## src/rtl/bias_group_sequencer_pkg.sv

```systemverilog
// Shared types and constants for the layer bias stage.
// Lane width, saturation bounds and sequencer states.
package bias_group_sequencer_pkg;

  localparam int DW = 18;

  localparam logic [DW-1:0] SAT_MAX = {1'b0, {(DW-1){1'b1}}};
  localparam logic [DW-1:0] SAT_MIN = {1'b1, {(DW-1){1'b0}}};

  typedef enum logic [1:0] {
    IDLE,
    RUN,
    DRAIN
  } state_t;

endpackage

```

## src/rtl/bias_sat_add.sv

```systemverilog
// Single-lane signed add with saturation to DW bits.
// Purely combinational; shared by every layer's bias stage.
module bias_sat_add
  import bias_group_sequencer_pkg::*;
(
  input  logic [DW-1:0] a,
  input  logic [DW-1:0] b,
  output logic [DW-1:0] sum
);

  logic [DW:0] wide;

  // One guard bit; a disagreeing top pair means overflow.
  always_comb begin
    wide = {a[DW-1], a} + {b[DW-1], b};
    sum  = wide[DW-1:0];
    if (wide[DW] != wide[DW-1]) begin
      sum = wide[DW] ? SAT_MIN : SAT_MAX;
    end
  end

endmodule

```

## src/rtl/bias_group_sequencer.sv

```systemverilog
// Adds the active filter group's bias to adder-tree lanes.
// Tracks group/pixel position and drains the last beat.
module bias_group_sequencer
  import bias_group_sequencer_pkg::*;
#(
  parameter  int N_adder_tree = 16,
  parameter  int N_GROUPS     = 4,
  parameter  int PIXELS       = 64,
  localparam int LW = N_adder_tree * DW,
  localparam int GW = (N_GROUPS > 1) ? $clog2(N_GROUPS) : 1
) (
  input  logic                   clk,
  input  logic                   rst,
  input  logic                   start,
  input  logic [N_GROUPS*LW-1:0] bias_bus,
  input  logic [LW-1:0]          in_data,
  input  logic                   in_valid,
  output logic                   in_ready,
  output logic [LW-1:0]          out_data,
  output logic                   out_valid,
  input  logic                   out_ready,
  output logic [GW-1:0]          group_idx,
  output logic                   busy,
  output logic                   done
);

  localparam int PW = (PIXELS > 1) ? $clog2(PIXELS) : 1;
  localparam logic [PW-1:0] P_LAST = PW'(PIXELS - 1);
  localparam logic [GW-1:0] G_LAST = GW'(N_GROUPS - 1);

  state_t        state;
  logic [PW-1:0] pixel;
  logic [LW-1:0] bias_sel;
  logic [LW-1:0] sum;
  logic          accept;

  assign in_ready = (state == RUN) && (!out_valid || out_ready);
  assign accept   = in_valid && in_ready;
  assign busy     = (state != IDLE);
  assign bias_sel = bias_bus[int'(group_idx)*LW +: LW];

  for (genvar i = 0; i < N_adder_tree; i++) begin : g_lane
    bias_sat_add u_add (
      .a   (in_data[i*DW +: DW]),
      .b   (bias_sel[i*DW +: DW]),
      .sum (sum[i*DW +: DW])
    );
  end

  // Sequencer: group/pixel counters plus the output register.
  always_ff @(posedge clk or posedge rst) begin
    if (rst) begin
      state     <= IDLE;
      out_data  <= '0;
      out_valid <= 1'b0;
      group_idx <= '0;
      pixel     <= '0;
      done      <= 1'b0;
    end else begin
      done <= 1'b0;
      if (out_valid && out_ready) begin
        out_valid <= 1'b0;
      end
      if (accept) begin
        out_data  <= sum;
        out_valid <= 1'b1;
      end
      unique case (state)
        IDLE: begin
          if (start) begin
            state     <= RUN;
            group_idx <= '0;
            pixel     <= '0;
          end
        end
        RUN: begin
          if (accept) begin
            if (pixel == P_LAST) begin
              pixel <= '0;
              if (group_idx == G_LAST) begin
                state <= DRAIN;
              end else begin
                group_idx <= group_idx + 1'b1;
              end
            end else begin
              pixel <= pixel + 1'b1;
            end
          end
        end
        DRAIN: begin
          if (out_valid && out_ready) begin
            done      <= 1'b1;
            state     <= IDLE;
            group_idx <= '0;
          end
        end
        default: state <= IDLE;
      endcase
    end
  end

endmodule

```

## config.mk

```make
export PLATFORM = sky130hd
export DESIGN_NAME = bias_group_sequencer
export DESIGN_NICKNAME = d
export VERILOG_FILES = /design/src/rtl/bias_group_sequencer_pkg.sv /design/src/rtl/bias_sat_add.sv /design/src/rtl/bias_group_sequencer.sv
export SDC_FILE = /design/constraint.sdc
export NUM_CORES = 2
export LEC_CHECK = 0
export CAP_MARGIN = 20
export CORE_AREA = 2 2 680 682
export DETAILED_ROUTE_END_ITERATION = 8
export DIE_AREA = 0 0 682 684
export PLACE_DENSITY = 0.35
export SETUP_SLACK_MARGIN = 0.3
export SYNTH_ARGS = -nofsm -noshare
export SYNTH_HDL_FRONTEND = slang
export SYNTH_SLANG_ARGS = --single-unit
```

## constraint.sdc

```tcl
create_clock -name clk -period 12 [get_ports clk]
set_clock_uncertainty 0.15 [all_clocks]
set_input_delay 2.4 -clock clk [delete_from_list [all_inputs] [get_ports clk]]
set_output_delay 2.4 -clock clk [all_outputs]
set_load 0.02 [all_outputs]
```

# Word level (Yosys, flattened, before mapping)
# Index checks and enable logic that the tools add are counted.
# word_totals
register_bits,300
input_bits,1445
output_inout_bits,294
wordCells,116
# classes
addsub,18
mul,1
n_eq_ne,26
shift,1
n_mux,51
n_reduce_logical,13
# ops
op,count
$shiftx 1152x12->288,1
$mux 18,32
$add 18x18->19,16
$mux 2,9
$mux 6,3
$ne 1x1->1,16
$pmux 2 s3,2
$pmux 6 s2,1
$ne 2x2->1 const B,4
$add 6x1->6 const B,1
$eq 6x6->1 const B,1
$mul 2x4->6 const B,1
$reduce_and 6->1,1
$reduce_bool 2->1,3
$reduce_and 5->1,1
$eq 2x2->1 const B,2
$mux 1,4
$ne 2x1->1 const B,2
$logic_and 1x1->1,3
$reduce_and 3->1,1
$reduce_bool 3->1,1
$add 2x1->2 const B,1
$eq 2x1->1 const B,1
$logic_not 2->1,1
2 further kinds,2

# Logic depth before layout (Yosys ltp)
# logic_depth
ltp_word,6
ltp_mapped,18

# Hierarchy
# Synthesis repeated with hierarchy kept, for this count alone.
# unflattened
hier_cells,4724
area_unflattened_um2,40561.4
# modules_own_cells
module,n_inst,cells_each,area_per_inst_um2,seq_area_each_um2
bias_sat_add,16,193,1395.1,0.0
bias_group_sequencer,1,1636,18240.0,7507.2

# Least setup slack after synthesis
# No wires, ideal clock.
# synth_path
path_type,input to register
from,input port bias_bus[864]
to,register out_data[2]
setup_time_ps,127
t_arrival_ps,5655
required_ps,11723
slack_ps,6068
cell_stages,14
n_path_buf,1
path_cell_list,mux4_2 > ha_1 > fa_1 > a21o_1 > a21o_1 > a21oi_1 > o31ai_1 > o41ai_1 > o21ai_0 > a2111oi_0 > a21oi_1 > clkbuf_1 > o21ai_0 > o21ai_0
# synth_via
elab_chain_cells,4
# synth_lines
element,line,rtl
from (decl),bias_group_sequencer.sv:15,"input logic [N_GROUPS*LW-1:0] bias_bus,"
$shiftx 1152x12->288 (*),bias_group_sequencer.sv:40,assign bias_sel = bias_bus[int'(group_idx)*LW +: LW];
$add 18x18->19 (*),bias_sat_add.sv:15,"wide = {a[DW-1], a} + {b[DW-1], b};"
$mux 18 or $ne 1x1->1 (tied branches),"bias_sat_add.sv:18, bias_sat_add.sv:17",
$mux 18 (*),bias_sat_add.sv:17,if (wide[DW] != wide[DW-1]) begin
to (signal assigned),bias_group_sequencer.sv:65,out_data <= sum;
to (decl),bias_group_sequencer.sv:19,"output logic [LW-1:0] out_data,"
# Every way passes the cells marked *; elsewhere a longest branch is shown, timed or not.
# A chain may end at the register's enable or synchronous reset.

# Worst setup path in the final report
# layout_path
from,input port bias_bus[72]
to,register out_data[74]
# The elaborated chain is that of the path after synthesis.

==> impl_results.md <==
* CTS tree: yes
* IO buf count at 1738
* Sw Share at 0.5399
* Critical Path Start: bias_bus[72]
* Slew Limit Fails at 0
* Residual DRC at 0
* Area of the core at 458900 um^2
* Maximum VDD drop at 0.0001230 V
* DR vias/cell at 3.219
* Reg clk slew, reported paths at 0.06 ns
* Post-synth EDFFs at 0
* Area growth, synth to finish at 83.77%
* CP Max Fanout at 13
* Die Wd at 682 um
* Req. time, crit path at 12.38 ns
* Routed wire length at 298.1 mm
* Seq/Total Area, Yosys at 0.2355
* Initial Utilization at 0.06946
* Sum Neg Setup Slack at 0 ns
* Prevailing post-synth register cell: dfrtp_1
* PwrDens at 259.8 nW/um^2
* Worst slew pin tran at 1.123 ns
* GR Util All Layers at 0.1225
* Clk pwr share at 0.105
* RSZ-0062 raised after global routing: no
* Total stage count of the critical path at 13
* Worst path buffer plus inverter count at 1
* CTS resizes at 0
* Hold WC Path Type: register to register
* Critical path, cell by cell: clkdlybuf4s50_1 -> mux4_2 -> ha_1 -> fa_1 -> a21o_1 -> a22oi_1 -> a21oi_1 -> a311o_1 -> a21o_1 -> a21oi_1 -> a21oi_1 -> nor2_2 -> o31ai_1
* Pin count of the biggest net entering global routing at 159
* Share of the synthesized area in the top cell type at 0.2355
* DP HPWL at 267.9 mm
* Min Tclk post-route at 7.035 ns
* Psw at 8.216 mW
* Final period util at 0.5862
* Max-cap viol count at 0
* Num CTS Buffers at 49
* Most common cell on crit path: a21oi_1
* Via Count at 36140
* Proportion of layout cells with a drive suffix above 1 at 0.09221
* Core Util, Final at 0.1276
* Critical path's top delay family: compound AO/OA/AOI/OAI gates
* Worst EP arrival at 7.42 ns
* Critical path startpoint category: input port
* Initial antenna violation count at 162
* P_leak at 21.30 nW
* Total number of yosys warnings at 0
* Hold Path Depth at 2
* Placement Cell Area at 56730 um^2
* Vias in the first global route at 36930
* Final hold violation count at 0
* Grt total ovfl at 0
* R2r worst-path depth at 13
* Hold_sp: out_data[269]
* Final nets at 6754
* Worst Setup End Kind: register
* Mapped Area at 31880 um^2
* Combinational power share at 0.765
* Die area at 466500 um^2
* Mean post-synth cell area at 9.529 um^2
* Longest Clk Path Bufs at 3
* FMAX at 142.2 MHz
* Die Y at 684 um
* Post-CTS Repair Setup Buffers at 0
* Post-DRT Antenna Nets at 0
* Setup Viol. Count Final at 0
* Clk root buf: clkbuf_16
* Final RePlAce weighted congestion at 0.9676
* Post-route cell area at 58580 um^2
* Critical R2R Launch: group_idx[0]
* Seq cells post-synth at 300
* Hold-fix buffers at CTS at 0
* Final Total Pwr at 15.22 mW
* Wire per inst at 26.55 um
* Initial DRC Count at 2584
* Cells after Synth at 3345
* Synth cell types at 77
* Clock Latency Late Sink at 0.70 ns
* Seq pwr share at 0.130
* Int Pwr at 7.001 mW
* Rows at 249
* Clk sinks at 300
* Max_slew headroom at 0.2516
* H-Tree Depth at 2
* Ranking of synthesized cells by area: dfrtp_1 (24%), mux4_2 (20%), ha_1 (11%), o21ai_0 (5.0%), nand2_1 (4.7%)
* Status: finished, final reports clean
* # IOs at 1739
* Slowest stage delay, CP at 0.88 ns
* Syn nets at 5096
* Worst path slowest cell: a22oi_1
* # fillers at 52180
* First-pass GRT wire length at 377.8 mm
* Synth async-reset ratio at 1.000
* Cell taking the most area after synthesis: dfrtp_1
* Drt pass-1 iters at 5
* Setup Crit Path Kind: input port to register
-- cell usage after synthesis (9+ instances only) --
library cell	count
nand2_1	399
o21ai_0	318
dfrtp_1	300
ha_1	290
mux4_2	288
a21oi_1	265
nor2_1	229
xnor2_1	149
a21o_1	118
clkbuf_1	116
o31ai_1	92
xor2_1	78
maj3_1	72
inv_1	61
nor3_1	48
nand3_1	43
buf_1	41
o21a_1	35
nor2b_1	34
and3_1	30
nand2b_1	30
o21bai_1	26
o211ai_1	24
nand4_1	21
a31oi_1	20
a211oi_1	17
buf_2	17
fa_1	16
or2_2	11
or3_1	10
a21boi_0	9
a22o_1	9
-- path summary, 6_finish.rpt --
check | to | slack, ns
setup / recovery | out_data[74] | 4.97
hold / removal | out_data[269] | 0.32
setup reg to reg | out_data[95] | 5.79
hold reg to reg | out_data[269] | 0.32
max in group asynchronous | out_data[168] | 8.02
min in group asynchronous | out_data[264] | 1.97
-- worst min-delay path, delay by kind of cell (launching register included) --
| family | cells | cell delay, ns |
|---|---|---|
| AND/OR/NAND/NOR | 2 | 0.10 |
| flip-flops | 1 | 0.34 |
-- power by group through the flow --
stage               clock, mW  sequential, mW  combinational [mW]
CTS                      1.68            2.00                11.9
global placement            0            2.00                11.8
floorplan                   0            2.38                6.04
finish                   1.59            1.97                11.6
detailed placement          0            2.00                11.9
global route             1.70            2.04                12.7
-- area by class of cell --
class                   count  area [um^2]  area share
multi-input cells        2807        23490      0.4010
repair buffers           1784        17840      0.3046
well taps                6149         7694      0.1313
flip-flops and latches    300         7515      0.1283
clock buffers              62         1365     0.02330
clock inverters            29        349.1    0.005959
inverters                  61        236.5    0.004037
diodes                     35        87.58    0.001495
-- flip-flops by register name (all words and copies together) (netlist names) --
name	count
state	2
out_data	288
done	1
out_valid	1
pixel	6
group_idx	2
-- cells by family after synthesis --
group | share of synthesized area
flip-flops | 0.2355
adder cells (fa/ha/maj) | 0.1465
AO/OA/AOI/OAI | 0.1970
multiplexers | 0.2041
AND/OR/NAND/NOR | 0.1242
XOR/XNOR | 0.06339
buffers and inverters | 0.02928
-- stage by stage --
stage	hold WS [ns]	worst slack, ns	instances
6_report	0.3246	4.965	11230
5_1_grt	0.3515	4.855	11210
4_1_cts	0.3291	5.137	11190
3_5_place_dp	0.3153	4.350	11100
3_3_place_gp	0.3111	4.364	11090
2_1_floorplan	0.2875	1.161	3345
-- layout by cell type (no fill, tap or decap), types with 9 or more instances in the layout --
cell and instances:
clkdlybuf4s50_1 1735, nand2_1 398, o21ai_0 318, dfrtp_1 298
ha_1 290, mux4_2 288, a21oi_1 263, nor2_1 228
xnor2_1 146, a21o_1 118, o31ai_1 92, xor2_1 78
maj3_1 72, inv_1 60, clkbuf_16 49, nor3_1 48
nand3_1 43, buf_4 36, diode_2 35, o21a_1 35
nor2b_1 34, nand2b_1 30, and3_1 29, o21bai_1 26
o211ai_1 24, nand4_1 21, a31oi_1 20, a211oi_1 17
fa_1 16, clkinv_2 14, or2_2 11, or3_1 10
a22o_1 9, a21boi_0 9, clkbuf_8 9
-- metal layers --
| metal | part of all wire | GRT usage | vias up |
|---|---|---|---|
| li1 | - | - | 16090 |
| met1 | 0.40 | 0.1441 | 18070 |
| met2 | 0.48 | 0.2114 | 1571 |
| met3 | 0.094 | 0.04411 | 336 |
| met4 | 0.027 | 0.02675 | 80 |
| met5 | 0.0017 | 0 | - |
(Power assumes the default switching activity.)
